[src/rtl/uart_arb_pkg.sv]
// Shared definitions for the UART transmit arbiter and the character
// producers that share the UART.
//   arb_state_t : arbiter session state (3-bit encoding)
//   ASCII_*     : common characters used by the producers
package uart_arb_pkg;

    typedef enum logic [2:0] {
        S_IDLE  = 3'd0,
        S_ARB   = 3'd1,
        S_OWNED = 3'd2,
        S_DRAIN = 3'd3,
        S_GAP   = 3'd4
    } arb_state_t;

    localparam logic [7:0] ASCII_0     = 8'h30;
    localparam logic [7:0] ASCII_SPACE = 8'h20;
    localparam logic [7:0] ASCII_LF    = 8'h0A;

endpackage

[src/rtl/uart_tx_arbiter_rr_pick.sv]
// Round-robin picker (purely combinational).
// Searches upward from i_rr_ptr+1 with wrap-around and returns the first
// active request.
//   i_req      : request vector
//   i_rr_ptr   : index of the previous winner
//   o_pick     : one-hot winner (all zero when no request is active)
//   o_pick_idx : index of the winner (0 when no request is active)
module rr_pick
    import uart_arb_pkg::*;
#(
    parameter int N_REQ = 4,
    parameter int IDX_W = 2
) (
    input  logic [N_REQ-1:0] i_req,
    input  logic [IDX_W-1:0] i_rr_ptr,
    output logic [N_REQ-1:0] o_pick,
    output logic [IDX_W-1:0] o_pick_idx
);

    logic w_found;

    always_comb begin
        int cand;
        o_pick     = '0;
        o_pick_idx = '0;
        w_found    = 1'b0;
        cand       = 0;
        for (int k = 1; k <= N_REQ; k++) begin
            // rr_ptr < N_REQ and k <= N_REQ, so one conditional subtract
            // is a full modulo for any N_REQ.
            cand = int'(i_rr_ptr) + k;
            if (cand >= N_REQ) begin
                cand = cand - N_REQ;
            end
            if (!w_found && i_req[IDX_W'(cand)]) begin
                w_found                 = 1'b1;
                o_pick[IDX_W'(cand)]    = 1'b1;
                o_pick_idx              = IDX_W'(cand);
            end
        end
    end

endmodule

[src/rtl/uart_tx_arbiter.sv]
// Shares one UART transmitter between N_REQ character producers.
// Each producer holds req for a whole print session; sessions are granted
// one at a time, round-robin, and the owner's start/data are forwarded.
//   clk, rst       : system clock, asynchronous active-high reset
//   req            : per-requester session request (level)
//   req_start      : per-requester one-cycle start pulse
//   req_data       : per-requester character, slot i = [i*DATA_W +: DATA_W]
//   grant          : one-hot owner (registered)
//   req_busy       : owner sees uart_tx_busy, everyone else sees 1
//   uart_tx_busy   : busy from the UART TX core
//   uart_tx_start  : start pulse to the UART
//   uart_tx_data   : character to the UART (0 outside a session)
//   owner_id       : index of the owner, 0 when none
//   active         : high whenever the arbiter is not idle
//   drop_err       : sticky, a start pulse was discarded or hit a busy UART
//
// state   | meaning
// S_IDLE  | no session, waiting for any req
// S_ARB   | round-robin pick registered into grant/owner_id/rr_ptr
// S_OWNED | owner's start/data forwarded to the UART
// S_DRAIN | owner released, waiting for the UART to finish
// S_GAP   | IDLE_GAP quiet cycles before the next session
module uart_tx_arbiter
    import uart_arb_pkg::*;
#(
    parameter int N_REQ    = 4,
    parameter int DATA_W   = 8,
    parameter int IDLE_GAP = 2
) (
    input  logic                      clk,
    input  logic                      rst,
    input  logic [N_REQ-1:0]          req,
    input  logic [N_REQ-1:0]          req_start,
    input  logic [N_REQ*DATA_W-1:0]   req_data,
    output logic [N_REQ-1:0]          grant,
    output logic [N_REQ-1:0]          req_busy,
    input  logic                      uart_tx_busy,
    output logic                      uart_tx_start,
    output logic [DATA_W-1:0]         uart_tx_data,
    output logic [$clog2(N_REQ)-1:0]  owner_id,
    output logic                      active,
    output logic                      drop_err
);

    localparam int ID_W  = $clog2(N_REQ);
    localparam int GAP_W = (IDLE_GAP > 1) ? $clog2(IDLE_GAP) : 1;
    localparam logic [ID_W-1:0]  LAST_ID  = ID_W'(N_REQ - 1);
    localparam logic [GAP_W-1:0] GAP_LOAD = GAP_W'(IDLE_GAP - 1);

    arb_state_t         r_state,    w_state_nxt;
    logic [N_REQ-1:0]   r_grant,    w_grant_nxt;
    logic [ID_W-1:0]    r_owner_id, w_owner_nxt;
    logic [ID_W-1:0]    r_rr_ptr,   w_rr_nxt;
    logic [GAP_W-1:0]   r_gap_cnt,  w_gap_nxt;
    logic               r_drop_err, w_drop_nxt;

    logic [N_REQ-1:0]   w_pick;
    logic [ID_W-1:0]    w_pick_idx;
    logic               w_owned;
    logic               w_owner_req;
    logic               w_owner_start;
    logic               w_foreign_start;
    logic [N_REQ-1:0]   w_accept_mask;
    logic [DATA_W-1:0]  w_slot [N_REQ];

    rr_pick #(
        .N_REQ (N_REQ),
        .IDX_W (ID_W)
    ) u_rr_pick (
        .i_req      (req),
        .i_rr_ptr   (r_rr_ptr),
        .o_pick     (w_pick),
        .o_pick_idx (w_pick_idx)
    );

    for (genvar g = 0; g < N_REQ; g++) begin : g_slot
        assign w_slot[g] = req_data[g*DATA_W +: DATA_W];
    end

    assign w_owned         = (r_state == S_OWNED);
    assign w_accept_mask   = w_owned ? r_grant : '0;
    assign w_owner_req     = |(req & r_grant);
    assign w_owner_start   = |(req_start & w_accept_mask);
    assign w_foreign_start = |(req_start & ~w_accept_mask);

    assign grant         = r_grant;
    assign owner_id      = r_owner_id;
    assign active        = (r_state != S_IDLE);
    assign drop_err      = r_drop_err;
    assign uart_tx_start = w_owner_start;
    assign uart_tx_data  = w_owned ? w_slot[r_owner_id] : '0;
    // grant is one-hot, so only the owner's bit follows the UART busy.
    assign req_busy      = w_owned ? (~r_grant | {N_REQ{uart_tx_busy}}) : '1;

    always_comb begin
        w_state_nxt = r_state;
        w_grant_nxt = r_grant;
        w_owner_nxt = r_owner_id;
        w_rr_nxt    = r_rr_ptr;
        w_gap_nxt   = r_gap_cnt;
        // A busy UART still receives the owner's start; it is only flagged.
        w_drop_nxt  = r_drop_err | w_foreign_start | (w_owner_start & uart_tx_busy);
        case (r_state)
            S_IDLE: begin
                if (|req) w_state_nxt = S_ARB;
            end
            S_ARB: begin
                if (|req) begin
                    w_grant_nxt = w_pick;
                    w_owner_nxt = w_pick_idx;
                    w_rr_nxt    = w_pick_idx;
                    w_state_nxt = S_OWNED;
                end else begin
                    w_state_nxt = S_IDLE;
                end
            end
            S_OWNED: begin
                if (!w_owner_req) begin
                    w_grant_nxt = '0;
                    w_owner_nxt = '0;
                    w_state_nxt = S_DRAIN;
                end
            end
            S_DRAIN: begin
                if (!uart_tx_busy) begin
                    w_gap_nxt   = GAP_LOAD;
                    w_state_nxt = S_GAP;
                end
            end
            S_GAP: begin
                if (r_gap_cnt == '0) begin
                    w_state_nxt = S_IDLE;
                end else begin
                    w_gap_nxt = r_gap_cnt - 1'b1;
                end
            end
            default: begin
                w_state_nxt = S_IDLE;
            end
        endcase
    end

    always_ff @(posedge clk or posedge rst) begin
        if (rst) begin
            r_state    <= S_IDLE;
            r_grant    <= '0;
            r_owner_id <= '0;
            r_rr_ptr   <= LAST_ID;
            r_gap_cnt  <= '0;
            r_drop_err <= 1'b0;
        end else begin
            r_state    <= w_state_nxt;
            r_grant    <= w_grant_nxt;
            r_owner_id <= w_owner_nxt;
            r_rr_ptr   <= w_rr_nxt;
            r_gap_cnt  <= w_gap_nxt;
            r_drop_err <= w_drop_nxt;
        end
    end

endmodule

[config.mk]
export PLATFORM = sky130hd
export DESIGN_NAME = uart_tx_arbiter
export DESIGN_NICKNAME = d
export VERILOG_FILES = /design/src/rtl/uart_arb_pkg.sv /design/src/rtl/uart_tx_arbiter_rr_pick.sv /design/src/rtl/uart_tx_arbiter.sv
export SDC_FILE = /design/constraint.sdc
export NUM_CORES = 1
export LEC_CHECK = 0
export CAP_MARGIN = 30
export CELL_PAD_IN_SITES_DETAIL_PLACEMENT = 2
export CELL_PAD_IN_SITES_GLOBAL_PLACEMENT = 2
export CORE_UTILIZATION = 23
export DETAILED_ROUTE_END_ITERATION = 16
export PLACE_DENSITY = 0.85
export SETUP_SLACK_MARGIN = 0.15
export SLEW_MARGIN = 20
export SYNTH_ARGS = -nofsm -noshare
export SYNTH_HDL_FRONTEND = slang
export SYNTH_HIERARCHICAL = 1
export SYNTH_SLANG_ARGS = --single-unit
[constraint.sdc]
create_clock -name clk -period 2.55 [get_ports clk]
set_clock_uncertainty 0.15 [all_clocks]
set_input_delay 0.3825 -clock clk [delete_from_list [all_inputs] [get_ports clk]]
set_output_delay 0.3825 -clock clk [all_outputs]
set_load 0.02 [all_outputs]
# Yosys cells after proc, flatten, opt, wreduce, memory -nomap -nowiden
# Index checks and enable logic that the tools add are counted.
dict set report totals {
  register_bits 13
  in_bits 43
  output_inout_bits 21
}
dict set report classes {
  n_lt_le_gt_ge 13
  mux 56
  n_eq_ne 9
  n_reduce_logical 22
  add_sub_neg 9
  n_bitwise 13
}
# operator count
set ops {}
lappend ops {{2-to-1 mux 4 bit} 8}
lappend ops {{2-to-1 mux 8 bit} 3}
lappend ops {{2-to-1 mux 2 bit} 11}
lappend ops {{2-to-1 mux 1 bit} 17}
lappend ops {{binary-select mux 8 bit (select 2 bit)} 1}
lappend ops {{less-than comparator 2 x 4 -> 1 bit (second input constant)} 4}
lappend ops {{OR 4 bit} 4}
lappend ops {{OR reduction 4 bit} 4}
lappend ops {{case mux 3 bit (5 select lines)} 1}
lappend ops {{AND 4 bit} 3}
lappend ops {{>= comparator 3 bit (second input constant)} 4}
lappend ops {{2-to-1 mux 3 bit} 4}
lappend ops {{inequality test 2 bit (second input constant)} 5}
lappend ops {{binary-select mux 1 bit (select 2 bit)} 4}
lappend ops {{demux 1 bit (select 2 bit)} 4}
lappend ops {{>= comparator 2 x 1 -> 1 bit (second input constant)} 4}
lappend ops {{NOT 4 bit} 2}
lappend ops {{case mux 4 bit (2 select lines)} 1}
lappend ops {{subtractor 2 x 1 -> 2 bit (second input constant)} 4}
lappend ops {{logical AND 1 bit} 7}
lappend ops {{adder 2 x 2 -> 3 bit (second input constant)} 2}
lappend ops {{equality test 3 x 2 -> 1 bit (second input constant)} 2}
lappend ops {{adder 2 x 3 -> 4 bit (second input constant)} 1}
lappend ops {{>= comparator 4 x 3 -> 1 bit (second input constant)} 1}
lappend ops {{16 further kinds} 21}

# Logic depth before layout (Yosys ltp)
dict set report logic_depth {
  depth_word 18
  mapped_depth 10
  depth_no_buf 8
}

# Hierarchy
# Netlist, hierarchy kept.
# mod n_inst area_per_inst_um2 cells_each
set modules_own_cells {}
lappend modules_own_cells {uart_tx_arbiter 1 1042.2 109}
lappend modules_own_cells {rr_pick 1 604.3 76}

# Worst setup path after synthesis
# No wires, ideal clock.
dict set report synth_timing {
  path_kind {reg-to-reg}
  from {register r_rr_ptr[0]}
  to {register r_grant[1], in the netlist grant[1]}
  path_stages_with_launch 10
  required_time_ns 2.273
  period_less_slack_ns 2.666
  arrival_time_ns 2.389
  slack_ns -0.116
  path_cell_list {dfstp_2 > buf_4 > inv_2 > ha_1 > clkbuf_1 > mux2i_1 > a211oi_2 > a221o_1 > a41oi_1 > o21ai_1}
}
dict set report synth_via {
  elab_chain_len 18
  word_cells_on_any_way 66
  classes_between {add/sub (8); order compare (12); mux (33); bitwise (3); reduce/logical (10)}
}
# item line
set synth_lines {}
lappend synth_lines {{start, declared} uart_tx_arbiter.sv:53} ;# logic [ID_W-1:0] r_rr_ptr, w_rr_nxt;
lappend synth_lines {{start signal, assigned} uart_tx_arbiter.sv:155} ;# r_rr_ptr <= w_rr_nxt;
lappend synth_lines {{branches (longest 15 deep; another with less-than comparator 2 x 4 -> 1 bit)} -}
lappend synth_lines {{2-to-1 mux 4 bit *} uart_tx_arbiter_rr_pick.sv:35} ;# if (!w_found && i_req[IDX_W'(cand)]) begin
lappend synth_lines {{named net w_pick[1]} uart_tx_arbiter.sv:57} ;# logic [N_REQ-1:0] w_pick;
lappend synth_lines {{2-to-1 mux 4 bit *} uart_tx_arbiter.sv:108} ;# if (|req) begin
lappend synth_lines {{case mux 4 bit (2 select lines) *} uart_tx_arbiter.sv:103} ;# case (r_state)
lappend synth_lines {{end signal, assigned} uart_tx_arbiter.sv:153} ;# r_grant <= w_grant_nxt;
lappend synth_lines {{end, declared} uart_tx_arbiter.sv:51} ;# logic [N_REQ-1:0] r_grant, w_grant_nxt;
# Mark *: on every way through the listed nets, which the timed path passes. The select of a mux whose other input is x is not followed.
# A chain may end at the register's enable or synchronous reset.

# Worst setup path after layout
# Same ends and word-level chain as after synthesis.

==> results.py <==
metrics = {
    "min_path": {
        "worstHoldPathType": "primary input to asynchronous set/reset pin",
    },
    "route": {
        "dr.pass1.iters": 4,
        "vias": 1924,
        "first_iter_violations": 55,
        "routedWlPerCell_um": 19.91,
        "ant_nets": 0,
        "vias_per_cell": 5.243,
        "wirelength_um": 7306,
        "drcViolationCount": 0,
    },
    "cts": {
        "cts-root-buf": "clkbuf_8",
        "cts.sinks": 13,
        "clk_pin_slew_ns": 0.06,
        "hold_buffers": 0,
        "cts_tree": "built",
        "cts_made_buffers": 3,
        "clk_path_buf_depth": 2,
        "htreeDepth": 1,
        "insertion_delay_ns": 0.24,
    },
    "setup_path": {
        "path_cells": "buf_6, mux4_2, or2_4, a211oi_2, a221o_1, a41oi_2, o21ai_1",
        "critPathKind": "flop to flop",
        "start_kind": "flop",
        "cp.arrival_ns": 2.50,
        "crit_path_end_kind": "flop",
        "slowest_stage": "dfstp_2",
        "worst-path-max-fanout": 7,
        "required_ns": 2.56,
        "max_stage_delay_ns": 0.64,
    },
    "status": {
        "status": "finished, final reports clean",
    },
    "power": {
        "ir_worst_vdd_uv": 344.6,
        "power_uw": 2767,
        "p_leak_uw": 0.001036,
        "p_per_area_nw_per_um2": 1023,
    },
    "sta": {
        "hold_viol": 0,
        "slew_headroom": 0.4758,
        "max_slew.worst_pin.slew_ns": 0.7846,
        "fin_crit_sh": 0.9766,
        "rsz0062_at_grt": "true",
        "setup_viol": 0,
        "maxSlewViolCount": 0,
        "fmax_mhz": 401.6,
        "timing.hold.ws_ns": 0.3254,
        "min_period_ns": 2.490,
        "tns_ns": 0,
    },
    "yosys": {
        "ys_async_sr_fraction": 1.000,
        "yosysWarnings": 6,
        "synth-edff-count": 0,
        "synth_top_family_by_area": "simple AND/OR/NAND/NOR gates",
        "synth_seq_cells": 13,
        "synthAdderAreaFrac": 0.06079,
        "synth_xor_xnor_area_share": 0,
        "synth-compound-area-share": 0.2500,
        "synth_top_area_cell": "dfrtp_1",
        "avgSynthCellArea_um2": 8.900,
        "synth.most_common_cell": "o21ai_0",
        "synth.cells.most_frequent": "o21ai_0 (14), nand2_1 (13), dfrtp_1 (11), nor2_1 (11), mux4_2 (10)",
        "synth_nets": 236,
        "postSynthCellCount": 185,
        "netlist-cell-type-count": 55,
        "synthFlopType": "dfrtp_1",
        "ys_seq_area_frac": 0.1991,
        "synth-simple-area-share": 0.2538,
        "synthMuxAreaShare": 0.1763,
        "syn_area_um2": 1647,
        "synthTopCellsByArea": "dfrtp_1 (17%), mux4_2 (14%), ha_1 (6.1%)",
        "synth_top_cell_area_share": 0.1672,
    },
    "final_layout": {
        "areaGrowthSynthToFinish_pct": 64.29,
        "nets": 323,
        "drive_above_1_share": 0.2878,
        "finalInstanceArea_um2": 2705,
        "antennaDiodeCount": 0,
    },
    "die": {
        "coreArea_um2": 6869,
        "start_util": 0.2397,
        "fp.dieW_um": 86.61,
        "ios": 64,
        "dieArea_um2": 7501,
        "num_rows": 30,
        "die_h_um": 86.61,
    },
    "global_routing": {
        "grtUsageTotal": 0.1903,
        "grt_pass1_vias": 2104,
        "grt_max_degree": 17,
        "antenna_found_initial": 0,
        "grt_pass1_wl_um": 11140,
        "gr-total-overflow": 0,
    },
    "placed_design": {
        "dp_hpwl_um": 5420,
        "gp_congestion": 0.7989,
        "portBuffers": 63,
        "placed_area_um2": 2570,
    },
    "flow_run": {
        "max_cap_violations": 0,
    },
}
flip-flops by register name, summed over array words and instances, names as in the netlist:
register / count
r_state: 3
r_gap_cnt: 1
drop_err: 1
owner_id: 2
grant: 4
r_rr_ptr: 2
stage by stage:
step	instances	worst slack (ns)	util
detailed placement	359	-0.1204	0.3741
global placement	359	-0.06797	0.3741
CTS	366	0.06989	0.3845
floorplan	185	0.1394	-
finish	367	0.05969	0.3938
global route	367	-0.04048	0.3938
cell type report:
class	count	area, um2
Tap cell	96	120.1
Multi-Input combinational cell	151	1306
Clock buffer	4	45.04
Timing Repair Buffer	97	875.8
Inverter	6	27.53
Fill cell	775	4164
Sequential cell	13	330.3
layout by cell type, fill, tap and decap left out, types with 3 or more instances in the layout:
cell,n
nand2b_1,7
and2_1,8
and2b_1,3
a21oi_1,4
mux2_2,3
nand4bb_1,4
a41oi_2,5
nor2b_1,9
clkdlybuf4s50_1,49
buf_4,32
ha_1,7
nand2_1,13
dlygate4sd2_1,14
clkbuf_8,3
nor2_1,9
mux4_2,10
o21ai_1,9
o21ai_0,12
inv_1,4
nand3_1,3
dfrtp_1,9
cell families after synthesis:
family | Yosys count
compound gates | 57
buf+inv | 21
mux | 16
flops | 13
fa+ha+maj | 8
simple gates | 70
final timing paths:
kind	start	to	slack (ns)	depth (start not counted)
setup / recovery	r_rr_ptr[0]	grant[1]	0.06	7
hold / removal	rst	grant[3]	0.33	2
setup reg to reg	r_rr_ptr[0]	grant[1]	0.06	7
hold reg to reg	drop_err	drop_err	0.38	2
max in group asynchronous	rst	owner_id[1]	1.55	2
min in group clk	drop_err	drop_err	0.38	2
critical path, delay by kind of cell, from the launching register on:
kind	cells	cell delay, ns
compound gates	4	0.64
buf+inv	1	0.13
flops	1	0.64
mux	1	0.56
simple gates	1	0.29
layer usage:
layer | global-route usage | share of wire | up-vias | routed length [um]
met5 | 0 | 0 | - | 0
met4 | 0.01364 | 0.0074 | 0 | 54
met3 | 0.03810 | 0.052 | 6 | 380
met2 | 0.3723 | 0.54 | 52 | 3930
met1 | 0.2203 | 0.40 | 983 | 2942
li1 | - | - | 883 | -
power breakdown:
group          switching [uW]  internal (uW)
clock                    76.8            110
sequential                105            300
combinational            1120           1060
total                    1300           1470
timing repair:
action                     CTS  global route
setup endpoints to repair   17             8
setup buffers                3             1
pin swaps                    1             8
gates resized for setup     21            12
(Power assumes the default switching activity.)
